`src/rtl/mmc_spi_block_rx_if.sv`:
```
// Handshake bundle for mmc_spi_block_rx: start/status, SPI byte engine and block-buffer write port.
// The slave modport is the receiver's view; master is the surrounding logic's view.
interface mmc_spi_block_rx_if;
    logic        iSTART;
    logic        oBUSY;
    logic        oDONE;
    logic [1:0]  oERROR;
    logic        oSPI_REQ;
    logic [7:0]  oSPI_DATA;
    logic        iSPI_BUSY;
    logic        iSPI_VALID;
    logic [7:0]  iSPI_DATA;
    logic        oWR_REQ;
    logic [3:0]  oWR_MASK;
    logic [6:0]  oWR_ADDR;
    logic [31:0] oWR_DATA;

    modport slave (
        input  iSTART, iSPI_BUSY, iSPI_VALID, iSPI_DATA,
        output oBUSY, oDONE, oERROR, oSPI_REQ, oSPI_DATA,
        output oWR_REQ, oWR_MASK, oWR_ADDR, oWR_DATA
    );

    modport master (
        output iSTART, iSPI_BUSY, iSPI_VALID, iSPI_DATA,
        input  oBUSY, oDONE, oERROR, oSPI_REQ, oSPI_DATA,
        input  oWR_REQ, oWR_MASK, oWR_ADDR, oWR_DATA
    );
endinterface

```
`src/rtl/mmc_spi_block_rx.sv`:
```
// Receives one 512-byte MMC/SD SPI-mode data block into a 128x32 byte-masked buffer.
// Optional CRC16-CCITT check of the block: define MMC_SPI_BLOCK_RX_CRC_CHECK_EN.
//
// state   | meaning
// IDLE    | waiting for iSTART
// TOKEN   | polling 0xFF bytes until the 0xFE start token
// DATA    | 512 data bytes, one single-lane buffer write per byte
// CRC     | CRC hi then lo byte
// DONE    | one-cycle oDONE, result held in oERROR
module mmc_spi_block_rx #(
    parameter logic [15:0] P_TOKEN_TIMEOUT = 16'd4096
) (
    input  logic              iCLOCK,
    input  logic              inRESET,
    mmc_spi_block_rx_if.slave bus
);

    typedef enum logic [2:0] {
        S_IDLE  = 3'd0,
        S_TOKEN = 3'd1,
        S_DATA  = 3'd2,
        S_CRC   = 3'd3,
        S_DONE  = 3'd4
    } state_t;

    state_t      r_state;
    logic        r_pending;
    logic [15:0] r_poll_cnt;
    logic [8:0]  r_byte_cnt;
    logic        r_crc_sel;
    logic        r_busy;
    logic        r_done;
    logic [1:0]  r_error;
    logic        r_spi_req;
    logic        r_wr_req;
    logic [3:0]  r_wr_mask;
    logic [6:0]  r_wr_addr;
    logic [31:0] r_wr_data;
`ifdef MMC_SPI_BLOCK_RX_CRC_CHECK_EN
    logic [15:0] r_crc;
    logic [7:0]  r_crc_hi;

    function automatic logic [15:0] f_crc16_byte(input logic [15:0] crc, input logic [7:0] data);
        logic [15:0] c;
        c = crc;
        for (int i = 7; i >= 0; i--) begin
            if (c[15] ^ data[i]) c = {c[14:0], 1'b0} ^ 16'h1021;
            else                 c = {c[14:0], 1'b0};
        end
        return c;
    endfunction
`endif

    logic       w_need_byte;
    logic       w_issue;
    logic       w_rx;
    logic [3:0] w_lane_mask;

    assign w_need_byte = (r_state == S_TOKEN) || (r_state == S_DATA) || (r_state == S_CRC);
    assign w_issue     = w_need_byte && !bus.iSPI_BUSY && !r_pending;
    // A valid strobe only counts when we actually asked for a byte.
    assign w_rx        = bus.iSPI_VALID && r_pending;

    // Big-endian lanes: byte 0 of a word lands in [31:24].
    always_comb begin
        w_lane_mask = 4'hF;
        case (r_byte_cnt[1:0])
            2'd0: w_lane_mask = 4'b0111;
            2'd1: w_lane_mask = 4'b1011;
            2'd2: w_lane_mask = 4'b1101;
            2'd3: w_lane_mask = 4'b1110;
            default: w_lane_mask = 4'hF;
        endcase
    end

    always_ff @(posedge iCLOCK or negedge inRESET) begin
        if (!inRESET) begin
            r_state    <= S_IDLE;
            r_pending  <= 1'b0;
            r_poll_cnt <= 16'd0;
            r_byte_cnt <= 9'd0;
            r_crc_sel  <= 1'b0;
            r_busy     <= 1'b0;
            r_done     <= 1'b0;
            r_error    <= 2'b00;
            r_spi_req  <= 1'b0;
            r_wr_req   <= 1'b0;
            r_wr_mask  <= 4'hF;
            r_wr_addr  <= 7'd0;
            r_wr_data  <= 32'd0;
`ifdef MMC_SPI_BLOCK_RX_CRC_CHECK_EN
            r_crc      <= 16'd0;
            r_crc_hi   <= 8'd0;
`endif
        end else begin
            r_spi_req <= 1'b0;
            r_done    <= 1'b0;
            r_wr_req  <= 1'b0;
            r_wr_mask <= 4'hF;

            if (w_issue) begin
                r_spi_req <= 1'b1;
                r_pending <= 1'b1;
            end else if (w_rx) begin
                r_pending <= 1'b0;
            end

            case (r_state)
                S_IDLE: begin
                    if (bus.iSTART) begin
                        r_state    <= S_TOKEN;
                        r_busy     <= 1'b1;
                        r_poll_cnt <= 16'd0;
                        r_byte_cnt <= 9'd0;
                        r_crc_sel  <= 1'b0;
                        r_error    <= 2'b00;
`ifdef MMC_SPI_BLOCK_RX_CRC_CHECK_EN
                        r_crc      <= 16'd0;
`endif
                    end
                end
                S_TOKEN: begin
                    if (w_rx) begin
                        if (bus.iSPI_DATA == 8'hFF) begin
                            r_poll_cnt <= r_poll_cnt + 16'd1;
                            if (r_poll_cnt + 16'd1 == P_TOKEN_TIMEOUT) begin
                                r_state <= S_DONE;
                                r_busy  <= 1'b0;
                                r_done  <= 1'b1;
                                r_error <= 2'b01;
                            end
                        end else if (bus.iSPI_DATA == 8'hFE) begin
                            r_state <= S_DATA;
                        end else begin
                            r_state <= S_DONE;
                            r_busy  <= 1'b0;
                            r_done  <= 1'b1;
                            r_error <= 2'b10;
                        end
                    end
                end
                S_DATA: begin
                    if (w_rx) begin
                        r_wr_req   <= 1'b1;
                        r_wr_addr  <= r_byte_cnt[8:2];
                        r_wr_mask  <= w_lane_mask;
                        r_wr_data  <= {4{bus.iSPI_DATA}};
`ifdef MMC_SPI_BLOCK_RX_CRC_CHECK_EN
                        r_crc      <= f_crc16_byte(r_crc, bus.iSPI_DATA);
`endif
                        r_byte_cnt <= r_byte_cnt + 9'd1;
                        if (r_byte_cnt == 9'd511) r_state <= S_CRC;
                    end
                end
                S_CRC: begin
                    if (w_rx) begin
                        if (!r_crc_sel) begin
                            r_crc_sel <= 1'b1;
`ifdef MMC_SPI_BLOCK_RX_CRC_CHECK_EN
                            r_crc_hi  <= bus.iSPI_DATA;
`endif
                        end else begin
                            r_crc_sel <= 1'b0;
                            r_state   <= S_DONE;
                            r_busy    <= 1'b0;
                            r_done    <= 1'b1;
`ifdef MMC_SPI_BLOCK_RX_CRC_CHECK_EN
                            r_error   <= (r_crc != {r_crc_hi, bus.iSPI_DATA}) ? 2'b11 : 2'b00;
`else
                            r_error   <= 2'b00;
`endif
                        end
                    end
                end
                S_DONE: begin
                    r_state <= S_IDLE;
                end
                default: begin
                    r_state <= S_IDLE;
                end
            endcase
        end
    end

    assign bus.oBUSY     = r_busy;
    assign bus.oDONE     = r_done;
    assign bus.oERROR    = r_error;
    assign bus.oSPI_REQ  = r_spi_req;
    assign bus.oSPI_DATA = 8'hFF;
    assign bus.oWR_REQ   = r_wr_req;
    assign bus.oWR_MASK  = r_wr_mask;
    assign bus.oWR_ADDR  = r_wr_addr;
    assign bus.oWR_DATA  = r_wr_data;

endmodule

```
`src/flat_wrapper.sv`:
```
// flat-port wrapper written by rule: the top's interface ports become plain ports
module mmc_spi_block_rx_flat 
#(
    parameter logic [15:0] P_TOKEN_TIMEOUT = 16'd4096
)
  (iCLOCK, inRESET, bus_iSTART, bus_iSPI_BUSY, bus_iSPI_VALID, bus_iSPI_DATA, bus_oBUSY, bus_oDONE, bus_oERROR, bus_oSPI_REQ, bus_oSPI_DATA, bus_oWR_REQ, bus_oWR_MASK, bus_oWR_ADDR, bus_oWR_DATA);
  mmc_spi_block_rx_if bus_i ();
  input  logic iCLOCK;
  input  logic inRESET;
  input wire logic [$bits(bus_i.iSTART)-1:0] bus_iSTART;
  input wire logic [$bits(bus_i.iSPI_BUSY)-1:0] bus_iSPI_BUSY;
  input wire logic [$bits(bus_i.iSPI_VALID)-1:0] bus_iSPI_VALID;
  input wire logic [$bits(bus_i.iSPI_DATA)-1:0] bus_iSPI_DATA;
  output wire logic [$bits(bus_i.oBUSY)-1:0] bus_oBUSY;
  output wire logic [$bits(bus_i.oDONE)-1:0] bus_oDONE;
  output wire logic [$bits(bus_i.oERROR)-1:0] bus_oERROR;
  output wire logic [$bits(bus_i.oSPI_REQ)-1:0] bus_oSPI_REQ;
  output wire logic [$bits(bus_i.oSPI_DATA)-1:0] bus_oSPI_DATA;
  output wire logic [$bits(bus_i.oWR_REQ)-1:0] bus_oWR_REQ;
  output wire logic [$bits(bus_i.oWR_MASK)-1:0] bus_oWR_MASK;
  output wire logic [$bits(bus_i.oWR_ADDR)-1:0] bus_oWR_ADDR;
  output wire logic [$bits(bus_i.oWR_DATA)-1:0] bus_oWR_DATA;
  assign bus_i.iSTART = bus_iSTART;
  assign bus_i.iSPI_BUSY = bus_iSPI_BUSY;
  assign bus_i.iSPI_VALID = bus_iSPI_VALID;
  assign bus_i.iSPI_DATA = bus_iSPI_DATA;
  assign bus_oBUSY = bus_i.oBUSY;
  assign bus_oDONE = bus_i.oDONE;
  assign bus_oERROR = bus_i.oERROR;
  assign bus_oSPI_REQ = bus_i.oSPI_REQ;
  assign bus_oSPI_DATA = bus_i.oSPI_DATA;
  assign bus_oWR_REQ = bus_i.oWR_REQ;
  assign bus_oWR_MASK = bus_i.oWR_MASK;
  assign bus_oWR_ADDR = bus_i.oWR_ADDR;
  assign bus_oWR_DATA = bus_i.oWR_DATA;
  mmc_spi_block_rx #(.P_TOKEN_TIMEOUT(P_TOKEN_TIMEOUT)) u_core (.iCLOCK(iCLOCK), .inRESET(inRESET), .bus(bus_i));
endmodule
```
`config.mk`:
```
export PLATFORM = sky130hd
export DESIGN_NAME = mmc_spi_block_rx_flat
export DESIGN_NICKNAME = d
export VERILOG_FILES = /design/src/rtl/mmc_spi_block_rx_if.sv /design/src/rtl/mmc_spi_block_rx.sv /design/src/flat_wrapper.sv
export SDC_FILE = /design/constraint.sdc
export NUM_CORES = 1
export LEC_CHECK = 0
export CAP_MARGIN = 20
export CORE_MARGIN = 2
export CORE_UTILIZATION = 50
export CTS_CLUSTER_DIAMETER = 100
export DETAILED_ROUTE_END_ITERATION = 8
export MAX_ROUTING_LAYER = met4
export PLACE_DENSITY = 0.79
export SLEW_MARGIN = 20
export SYNTH_ARGS = -nofsm -noshare
export SYNTH_HDL_FRONTEND = slang
export SYNTH_SLANG_ARGS = --single-unit
```
`constraint.sdc`:
```
create_clock -name iCLOCK -period 3.1 [get_ports iCLOCK]
set_input_delay 0.31 -clock iCLOCK [delete_from_list [all_inputs] [get_ports iCLOCK]]
set_output_delay 0.31 -clock iCLOCK [all_outputs]
set_load 0.01 [all_outputs]
```
==> results.md <==
- Status: finished, violations left
- Failing checks: negative hold slack
- CTS Root Cell: clkbuf_8
- Vias in the first global route: 2230
- Worst path top cell family by delay: simple AND/OR/NAND/NOR gates
- Power, Total: 1.544 mW
- Required @ worst endpoint: 3290 ps
- Fmax: 398.1 MHz
- Die width: 81.92 um
- Worst-path clk slew: 100 ps
- Fill cell count: 493
- Pwr dens: 430.9 mW/mm2
- # diodes: 0
- First-pass GRT wire length: 10.17 mm
- Placed Area: 0.003497 mm2
- Final period util: 0.8102
- Ratio of cells with drive above 1 in the final layout: 0.06417
- Post-DR wirelength/cell: 14.22 um
- H-Tree Depth: 2
- CP endpoint kind: flop
- Fin. Hold Viols: 18
- Initial DRC Count: 137
- Initial antenna violation count: 0
- Top_reg_cell synth: dfrtp_1
- Starting Density: 0.5157
- Crit path max fanout: 8
- DR vias/cell: 5.503
- Distinct cells, synth: 49
- Slew Limit Fails: 0
- Syn Inst Count: 339
- Arrival time at the worst endpoint: 2700 ps
- Drt drc: 0
- Relative slew slack: 0.5809
- Startpoint class of the critical path: flop
- RSZ-0062 raised after global routing: no
- Grt ovf: 0
- Max-Cap Viols: 0
- CTS sink cnt: 55
- Skew-Pair Late Insertion Delay: 310 ps
- Clock skew: 11.61 ps
- Drt pass-1 iters: 4
- Top-area cell type share of the netlist area: 0.4204
- WHS: -10.38 ps
- Ports: 70
- Stages on the worst setup path: 7
- CP bufs+invs: 0
- Routed wire length: 6.383 mm
- Pin count of the biggest net entering global routing: 30
- Synth area leaders: dfrtp_1, nand2_1, buf_4
- Synthesized area: 0.003035 mm2
- Ys async rst share: 1.000
- TritonCTS Buffers: 5
- Syn. warnings: 0
- Leading area contributor after synthesis: dfrtp_1
- Pleak: 1.569 nW
- Port buffer count: 61
- Gr usage total: 0.2027
- Detail Route Antenna Nets: 0
- Post-synth top cells: nand2_1, dfrtp_1, buf_4, nor2_1, o21ai_0
- CTS tree: done
- Dpl hpwl: 4.667 mm
- Synthesized flop and latch total: 55
- Vias: 2471
- Final TNS setup: 0 ps
- Mean area per synthesized cell: 8.954 um2
- Final setup viols: 0
- Worst setup path startpoint: u_core.r_poll_cnt[0]$_DFFE_PN0P_
- Area growth syn-to-layout: 18.01%
- R2R cell count: 7
- Die area: 0.006710 mm2
- Ordered cell list for the critical path: ha_1 -> and4_4 -> nand4_2 -> xnor2_1 -> or4_4 -> nor4_4 -> o31ai_1
- WS Path Type: reg -> reg
- Routability cong.: 0.9140
- Worst Max-Slew Pin Slew: 623.0 ps
- Peak VDD IR: 0.0002718 V
- R2r endpoint: u_core.r_state[0]$_DFFE_PN0P_
- Most frequent cell after synthesis: nand2_1
- Final Cell Area: 0.003582 mm2
- R2R setup slack: 590 ps
- CTS resizes: 0
- Post-synth EDFFs: 0
- Die height: 81.92 um
- R2r startpoint: u_core.r_poll_cnt[0]$_DFFE_PN0P_
- Post-layout min period: 2512 ps
- CP max stage delay: 530 ps
- Post-synthesis sequential area ratio: 0.4551
- Total core area: 0.005886 mm2
- Clock Tree Buf Depth: 2
- Worst Hold Class: in -> async
- Cts hold-fix bufs: 0
- Setup crit end: u_core.r_state[0]$_DFFE_PN0P_
- Setup bufs post-CTS: 0
- Row cnt: 28
- CP max stage cell: or4_4
- Fin nets: 392
==> cells in the final DEF (no fill, tap or decap), types with 6 or more instances in the layout <==
cell and n:
nand4_1 8, clkdlybuf4s50_1 60, dfrtp_1 51, o31ai_1 10
ha_1 6, conb_1 8, o21ai_0 26, nand2_1 73
nand3_1 14, nor2_1 26, a21oi_1 6
==> worst register-to-register path, stage by stage, from the launching register on <==
cell and delay [ps]:
dfrtp_1 510, ha_1 300, and4_4 280, nand4_2 160, xnor2_1 180, or4_4 530, nor4_4 300, o31ai_1 140
==> kinds of logic (layout without fill, tap and decap cells) <==
family | Yosys count | after routing | share of synthesized area
compound gates | 60 | 60 | 0.1237
xor+xnor | 9 | 9 | 0.02597
fa+ha+maj | 6 | 6 | 0.02473
buf+inv | 51 | 79 | 0.1043
flops | 55 | 55 | 0.4551
mux | 4 | 4 | 0.01360
other cells | 1 | 8 | 0.001235
simple gates | 153 | 153 | 0.2514
==> sequential cells by signal, indices dropped and copies added (netlist names) <==
name,cells
u_core.r_poll_cnt,16
u_core.r_byte_cnt,9
u_core.bus.oWR_MASK,4
u_core.bus.oWR_REQ,1
u_core.bus.oBUSY,1
u_core.bus.oWR_ADDR,7
u_core.bus.oSPI_REQ,1
u_core.r_pending,1
u_core.bus.oWR_DATA,8
u_core.bus.oERROR,2
u_core.r_state,3
u_core.r_crc_sel,1
u_core.bus.oDONE,1
==> where the power goes <==
| part | total (mW) | internal, mW | switching, mW |
|---|---|---|---|
| Sequential | 0.789 | 0.752 | 0.0372 |
| Combinational | 0.365 | 0.145 | 0.220 |
| Clock | 0.390 | 0.158 | 0.231 |
| Total | 1.54 | 1.06 | 0.489 |
==> worst min-delay path by stage <==
stage	from	end	slack, ps	cells past startpoint
finish	inRESET	u_core.bus.oWR_DATA[23]$_DFFE_PN0P_	-10	1
floorplan	inRESET	u_core.bus.oBUSY$_DFFE_PN0P_	10	0
global route	inRESET	u_core.bus.oWR_DATA[23]$_DFFE_PN0P_	20	1
CTS	inRESET	u_core.bus.oWR_DATA[23]$_DFFE_PN0P_	6	1
detailed placement	inRESET	u_core.bus.oWR_ADDR[2]$_DFFE_PN0P_	350	1
global placement	inRESET	u_core.bus.oWR_ADDR[0]$_DFFE_PN0P_	350	1
==> per-stage QoR <==
step           worst slack, ps    util  std cells  hold WS (ps)
6_report                 588.2  0.6086        449        -10.38
5_1_grt                  462.6  0.6086        449         19.58
4_1_cts                  596.1  0.6086        449         5.874
3_5_place_dp             613.9  0.5942        441         353.9
3_3_place_gp             667.8  0.5942        441         350.2
2_1_floorplan            815.4       -        346         14.41
==> metal layers <==
| metal | vias to the layer above | part of all wire | global-route usage |
|---|---|---|---|
| li1 | 1195 | - | - |
| met1 | 1196 | 0.42 | 0.2340 |
| met2 | 74 | 0.50 | 0.3407 |
| met3 | 6 | 0.068 | 0.04725 |
| met4 | 0 | 0.0088 | 0.08167 |
| met5 | - | 0 | - |
==> final cells by class <==
type                            instances  area (um2)  area share
Inverter                                6       22.52    0.006287
Timing Repair Buffer                   65       635.6      0.1774
Multi-Input combinational cell        240        1364      0.3807
Tap cell                               75       93.84     0.02620
Clock buffer                            6       72.57     0.02026
Sequential cell                        55        1381      0.3856
Clock inverter                          2       12.51    0.003493
Note: power is estimated with default switching activity, not from simulation.
